==> config.mk <==
export PLATFORM = sky130hd
export DESIGN_NAME = weight_loader
export DESIGN_NICKNAME = d
export VERILOG_FILES = /design/src/rtl/weight_loader_pkg.sv /design/src/rtl/weight_loader.sv
export SDC_FILE = /design/constraint.sdc
export NUM_CORES = 1
export LEC_CHECK = 0
export ABC_AREA = 1
export CORE_MARGIN = 2
export CORE_UTILIZATION = 40
export CTS_CLUSTER_SIZE = 16
export DETAILED_ROUTE_END_ITERATION = 7
export HOLD_SLACK_MARGIN = 0.02
export PLACE_DENSITY_LB_ADDON = 0.3
export REMOVE_ABC_BUFFERS = 1
export SYNTH_ARGS = -nofsm -noshare
export SYNTH_HDL_FRONTEND = slang
export SYNTH_SLANG_ARGS = --single-unit
==> constraint.sdc <==
create_clock -name clk -period 2.1 [get_ports clk]
set_input_delay 0.315 -clock clk [delete_from_list [all_inputs] [get_ports clk]]
set_output_delay 0.315 -clock clk [all_outputs]
set_load 0.005 [all_outputs]
==> src/rtl/weight_loader_pkg.sv <==
// Shared definitions for the weight loader: matrix address map (kept as defines so the
// matrix decode uses the same field positions), FSM encoding and small helpers.
`ifndef WEIGHT_LOADER_DEFINES
`define WEIGHT_LOADER_DEFINES
`define WEIGHT_ADDR_MASK 8'hA5
`define WADDR_D_LSB 13
`define WADDR_S_LSB 2
`define WADDR_IDX_W 11
`endif

package weight_loader_pkg;

  localparam logic [7:0]  WeightAddrMask = `WEIGHT_ADDR_MASK;
  localparam int unsigned AddrIdxW       = `WADDR_IDX_W;

  typedef enum logic [1:0] {StIdle, StWrite, StRdWait, StCheck} wl_state_e;

  function automatic logic [31:0] make_addr(input logic [AddrIdxW-1:0] s,
                                            input logic [AddrIdxW-1:0] d);
    logic [31:0] a;
    a = {WeightAddrMask, 24'h000000};
    a[`WADDR_D_LSB +: AddrIdxW] = d;
    a[`WADDR_S_LSB +: AddrIdxW] = s;
    return a;
  endfunction

  function automatic logic [15:0] sat_inc(input logic [15:0] v);
    return (v == 16'hFFFF) ? v : v + 16'd1;
  endfunction

endpackage

==> src/rtl/weight_loader.sv <==
// Loads coupling weights into the coupled-cell matrix one entry at a time, optionally
// reading each back and counting mismatches.
module weight_loader
  import weight_loader_pkg::*;
#(
  parameter int unsigned N           = 8,
  parameter int unsigned NUM_WEIGHTS = 5,
  parameter int unsigned READ_LAT    = 2,
  parameter int unsigned VERIFY      = 1
) (
  input  logic                           clk,
  input  logic                           axi_rst,
  input  logic                           in_valid,
  output logic                           in_ready,
  input  logic [$clog2(N)-1:0]           in_s,
  input  logic [$clog2(N)-1:0]           in_d,
  input  logic [$clog2(NUM_WEIGHTS)-1:0] in_weight,
  output logic                           wready,
  output logic [31:0]                    wr_addr,
  output logic [31:0]                    wdata,
  output logic [31:0]                    rd_addr,
  input  logic [31:0]                    rdata,
  output logic                           busy,
  output logic [15:0]                    wr_count,
  output logic [15:0]                    err_count,
  output logic [31:0]                    err_addr,
  output logic                           bad_idx
);

  localparam int unsigned WEIGHT_W = $clog2(NUM_WEIGHTS);
  localparam logic [3:0]  LatLoad  = 4'(READ_LAT - 1);

  wl_state_e   state_q, state_d;
  logic [3:0]  lat_cnt_q, lat_cnt_d;
  logic [31:0] addr_q, addr_d;
  logic [31:0] wdata_q, wdata_d;
  logic [15:0] wr_count_q, wr_count_d;
  logic [15:0] err_count_q, err_count_d;
  logic [31:0] err_addr_q, err_addr_d;
  logic        wready_q, wready_d;
  logic        in_ready_q, in_ready_d;
  logic        busy_q, busy_d;
  logic        bad_idx_q, bad_idx_d;
  logic        unused_rdata;

  assign unused_rdata = ^rdata[31:WEIGHT_W];

  always_comb begin
    state_d     = state_q;
    lat_cnt_d   = lat_cnt_q;
    addr_d      = addr_q;
    wdata_d     = wdata_q;
    wr_count_d  = wr_count_q;
    err_count_d = err_count_q;
    err_addr_d  = err_addr_q;
    bad_idx_d   = 1'b0;
    unique case (state_q)
      StIdle: begin
        if (in_valid) begin
          if (in_s == in_d) begin
            bad_idx_d = 1'b1;
          end else begin
            addr_d  = make_addr(AddrIdxW'(in_s), AddrIdxW'(in_d));
            wdata_d = 32'(in_weight);
            state_d = StWrite;
          end
        end
      end
      StWrite: begin
        wr_count_d = sat_inc(wr_count_q);
        lat_cnt_d  = LatLoad;
        state_d    = (VERIFY != 0) ? StRdWait : StIdle;
      end
      StRdWait: begin
        if (lat_cnt_q == 4'd0) state_d = StCheck;
        else                   lat_cnt_d = lat_cnt_q - 4'd1;
      end
      StCheck: begin
        if (rdata[WEIGHT_W-1:0] != wdata_q[WEIGHT_W-1:0]) begin
          err_count_d = sat_inc(err_count_q);
          err_addr_d  = addr_q;
        end
        state_d = StIdle;
      end
      default: state_d = StIdle;
    endcase
    // Handshake/status outputs are registered from the next state so they align with it.
    wready_d   = (state_d == StWrite);
    in_ready_d = (state_d == StIdle);
    busy_d     = (state_d != StIdle);
  end

  always_ff @(posedge clk) begin
    if (axi_rst) begin
      state_q     <= StIdle;
      lat_cnt_q   <= 4'd0;
      addr_q      <= 32'd0;
      wdata_q     <= 32'd0;
      wr_count_q  <= 16'd0;
      err_count_q <= 16'd0;
      err_addr_q  <= 32'd0;
      wready_q    <= 1'b0;
      in_ready_q  <= 1'b1;
      busy_q      <= 1'b0;
      bad_idx_q   <= 1'b0;
    end else begin
      state_q     <= state_d;
      lat_cnt_q   <= lat_cnt_d;
      addr_q      <= addr_d;
      wdata_q     <= wdata_d;
      wr_count_q  <= wr_count_d;
      err_count_q <= err_count_d;
      err_addr_q  <= err_addr_d;
      wready_q    <= wready_d;
      in_ready_q  <= in_ready_d;
      busy_q      <= busy_d;
      bad_idx_q   <= bad_idx_d;
    end
  end

  assign in_ready  = in_ready_q;
  assign wready    = wready_q;
  assign wr_addr   = addr_q;
  assign rd_addr   = addr_q;
  assign wdata     = wdata_q;
  assign busy      = busy_q;
  assign wr_count  = wr_count_q;
  assign err_count = err_count_q;
  assign err_addr  = err_addr_q;
  assign bad_idx   = bad_idx_q;

endmodule

==> flow_metrics.env, run 1 <==
export IMPL_period_needed_ps=1900
export IMPL_numPortBuffers=83
export IMPL_finalSetupTns_ps=0
export IMPL_cp_arrival_ps=2170
export IMPL_slew_viol_final=0
export IMPL_syn2layout_area_growth_pct=17.4
export IMPL_grt_start_max_net_pins=29
export IMPL_setup_violations_final=0
export IMPL_finalCritPeriodShare_pct=90.3
export IMPL_grt_util_all_layers_pct=14.0
export IMPL_path_clk_slew_ps=80
export IMPL_synth_edf_count=0
export IMPL_clock_path_buffers=2
export IMPL_cts_resized=0
export IMPL_slowest_delay_ps=440
export IMPL_grt_setup_unrepaired="false"
export IMPL_outcome="completed"
export IMPL_critPathKind="reg2reg"
export IMPL_synth_cell_type_count=34
export IMPL_fin_nets=689
export IMPL_grt_pass1_wl_um=12600
export IMPL_p_leak_nw=1.93
export IMPL_drc=0
export IMPL_drt_total_wl_um=7770
export IMPL_cp_required_ps=2370
export IMPL_syn_inst=565
export IMPL_cts_root_buffer="clkbuf_8"
export IMPL_antenna_found_initial=0
export IMPL_yosysTopAreaCell="dfxtp_1"
export IMPL_vdd_drop_max_uv=438
export IMPL_synthTopCellsByArea="dfxtp_1 (30%), buf_4 (21%), nand2_1 (11%)"
export IMPL_final_cell_area_sq_um=4680
export IMPL_async_reset_ff_share_pct=0
export IMPL_crit_fanout=14
export IMPL_tightest_slew_ps=675
export IMPL_die_h_um=104
export IMPL_core_sq_um=9730
export IMPL_min_path_type="reg2reg"
export IMPL_ys_seq_area_share_pct=29.6
export IMPL_numCtsBuffers=9
export IMPL_drtIter0Drc=83
export IMPL_drt_wirelength_per_cell_um=10.0
export IMPL_clock_skew_final_ps=11.2
export IMPL_post_cts_buffers=0
export IMPL_place_area_sq_um=4480
export IMPL_ys_ff_latch=59
export IMPL_grt_overflow_total=0
export IMPL_cts_hold_buffers_added=0
export IMPL_die_w_um=104
export IMPL_insertion_delay_ps=340
export IMPL_fmax_ghz=0.527
export IMPL_powerDensity_nw_per_um2=841
export IMPL_vias=3341
export IMPL_synth_area_sq_um=3990
export IMPL_path_common_cell="nand2_1"
export IMPL_yosys_warnings=0
export IMPL_rows=36
export IMPL_drv_cap=0
export IMPL_htreeDepth=3
export IMPL_path_delay_family="simple AND/OR/NAND/NOR gates"
export IMPL_die_area_sq_um=10800
export IMPL_worst_path_buf_inv=1
export IMPL_postSynthAreaPerCell_sq_um=7.06
export IMPL_gp_congestion=0.847
export IMPL_crit_path_end_kind="flop"
export IMPL_startpoint_type="flop"
export IMPL_cts_sinks=59
export IMPL_synth_flop_cell="dfxtp_1"
export IMPL_antenna_cells=0
export IMPL_slowest_stage="nor2_2"
export IMPL_netlist_area_leader_share_pct=29.6
export IMPL_hold_violations=0
export IMPL_first_pass_iters=4
export IMPL_io_pins=208
export IMPL_via_per_inst=4.31
export IMPL_grt_pass1_vias=2756
export IMPL_worst_slew_margin_rel_pct=55.0
export IMPL_hpwl_um=5850
export IMPL_cts_tree="built"
export IMPL_ant_nets=0
export IMPL_start_util_pct=41.0
export IMPL_final_layout_size_suffix_gt1_share_pct=8.41
export IMPL_crit_chain="ha_1 > nand2_1 > nor2_4 > nand2_4 > nor2_1 > nor2_2 > buf_4 > nand2_1 > a21oi_2"
[final timing paths]
check                    from          end  slack [ps]  cells after the start
setup / recovery  wr_count[0]  wr_count[4]         200                      9
hold / removal    err_addr[4]  err_addr[4]         490                      2
setup reg to reg  wr_count[0]  wr_count[4]         200                      9
hold reg to reg   err_addr[4]  err_addr[4]         490                      2
[synthesized netlist by cell type (7+ instances only)]
cell / number
clkbuf_1: 7
nand2_1: 121
xor2_1: 7
o21ai_0: 15
a21oi_2: 11
nand3_1: 28
nand2_2: 7
a21oi_1: 30
dfxtp_1: 59
nor2_1: 67
ha_1: 8
xnor2_1: 10
buf_4: 112
inv_1: 42
nand4_1: 11
[metal layers]
metal | global-route usage, % | vias up | wire, um
met5 | 0 | - | 0
met3 | 3.57 | 4 | 559
met4 | 4.73 | 0 | 68
li1 | - | 1724 | -
met2 | 24.2 | 115 | 3720
met1 | 17.0 | 1498 | 3430
[cell usage in the layout, fill, tap and decap left out]
cell / count
o21bai_1: 2
nor3b_1: 2
clkbuf_8: 9
inv_2: 2
o21ai_0: 15
nand2_4: 2
nand3_2: 1
inv_6: 4
bufinv_16: 1
clkinv_1: 2
xor2_1: 7
nand3_1: 28
o21ai_4: 1
a21oi_1: 30
clkinv_4: 1
nand2_1: 121
nand3b_1: 1
buf_4: 7
conb_1: 95
nand3_4: 1
dfxtp_1: 59
o22ai_1: 1
a21boi_0: 1
clkinvlp_4: 1
nand4_1: 11
xnor2_1: 10
o21a_1: 1
ha_1: 8
nor2_1: 67
nand2_2: 7
nor3_1: 2
nor2_2: 3
nor2_4: 3
clkdlybuf4s50_1: 83
a21oi_2: 11
inv_1: 42
[sequential cells by signal (all words and copies together), names as in the netlist]
| register | cells |
|---|---|
| rd_addr | 7 |
| err_addr | 7 |
| lat_cnt_q | 4 |
| busy | 1 |
| bad_idx | 1 |
| wdata | 3 |
| wr_count | 16 |
| in_ready | 1 |
| state_q | 2 |
| err_count | 16 |
| wready | 1 |
[cells by family after synthesis]
group	count (synthesis)	synth area share (%)
and+or+nand+nor	249	27.4
AOI/OAI and AO/OA	62	9.38
xor gates and xnor gates	17	3.73
DFF	59	29.6
buffers and inverters	169	27.3
other	1	0.0940
adders and majority gates	8	2.51
[worst register-to-register path: stages, from the launching register on]
cell and delay [ps]:
dfxtp_1 380, ha_1 240, nand2_1 120, nor2_4 70, nand2_4 100, nor2_1 60, nor2_2 440, buf_4 240
nand2_1 60, a21oi_2 130
[power breakdown]
group	internal [mW]	switching, mW	total [mW]
sequential	1.30	0.156	1.46
clock	0.566	0.511	1.08
combinational	0.664	0.740	1.40
total	2.53	1.41	3.94
[layout make-up]
cell class / count / area (sq um)
fill: 994 / 5050
multi-input combinational: 431 / 2070
sequential: 59 / 1180
timing repair buffer: 90 / 883
inverter: 46 / 173
tap: 133 / 166
clock buffer: 9 / 124
clock inverter: 7 / 81.3
[through the flow]
step / hold slack, ps / setup WS (ps) / utilization (%) / total power, mW / cells
finish: 488 / 204 / 48.1 / 3.94 / 775
global route: 512 / 45.7 / 48.1 / 4.24 / 775
CTS: 493 / 203 / 48.1 / 4.00 / 775
detailed placement: 476 / 220 / 46.0 / 2.90 / 759
global placement: 464 / 237 / 46.0 / 2.86 / 759
floorplan: 377 / 481 / - / 2.22 / 536
No activity file was read; power rests on OpenSTA's default activity.
==> run 2: changes to the inputs <==
CTS_CLUSTER_DIAMETER = 150   (was default)
==> results of run 2 <==
The final DEF is identical to that of run 1; final timing and power are the same.
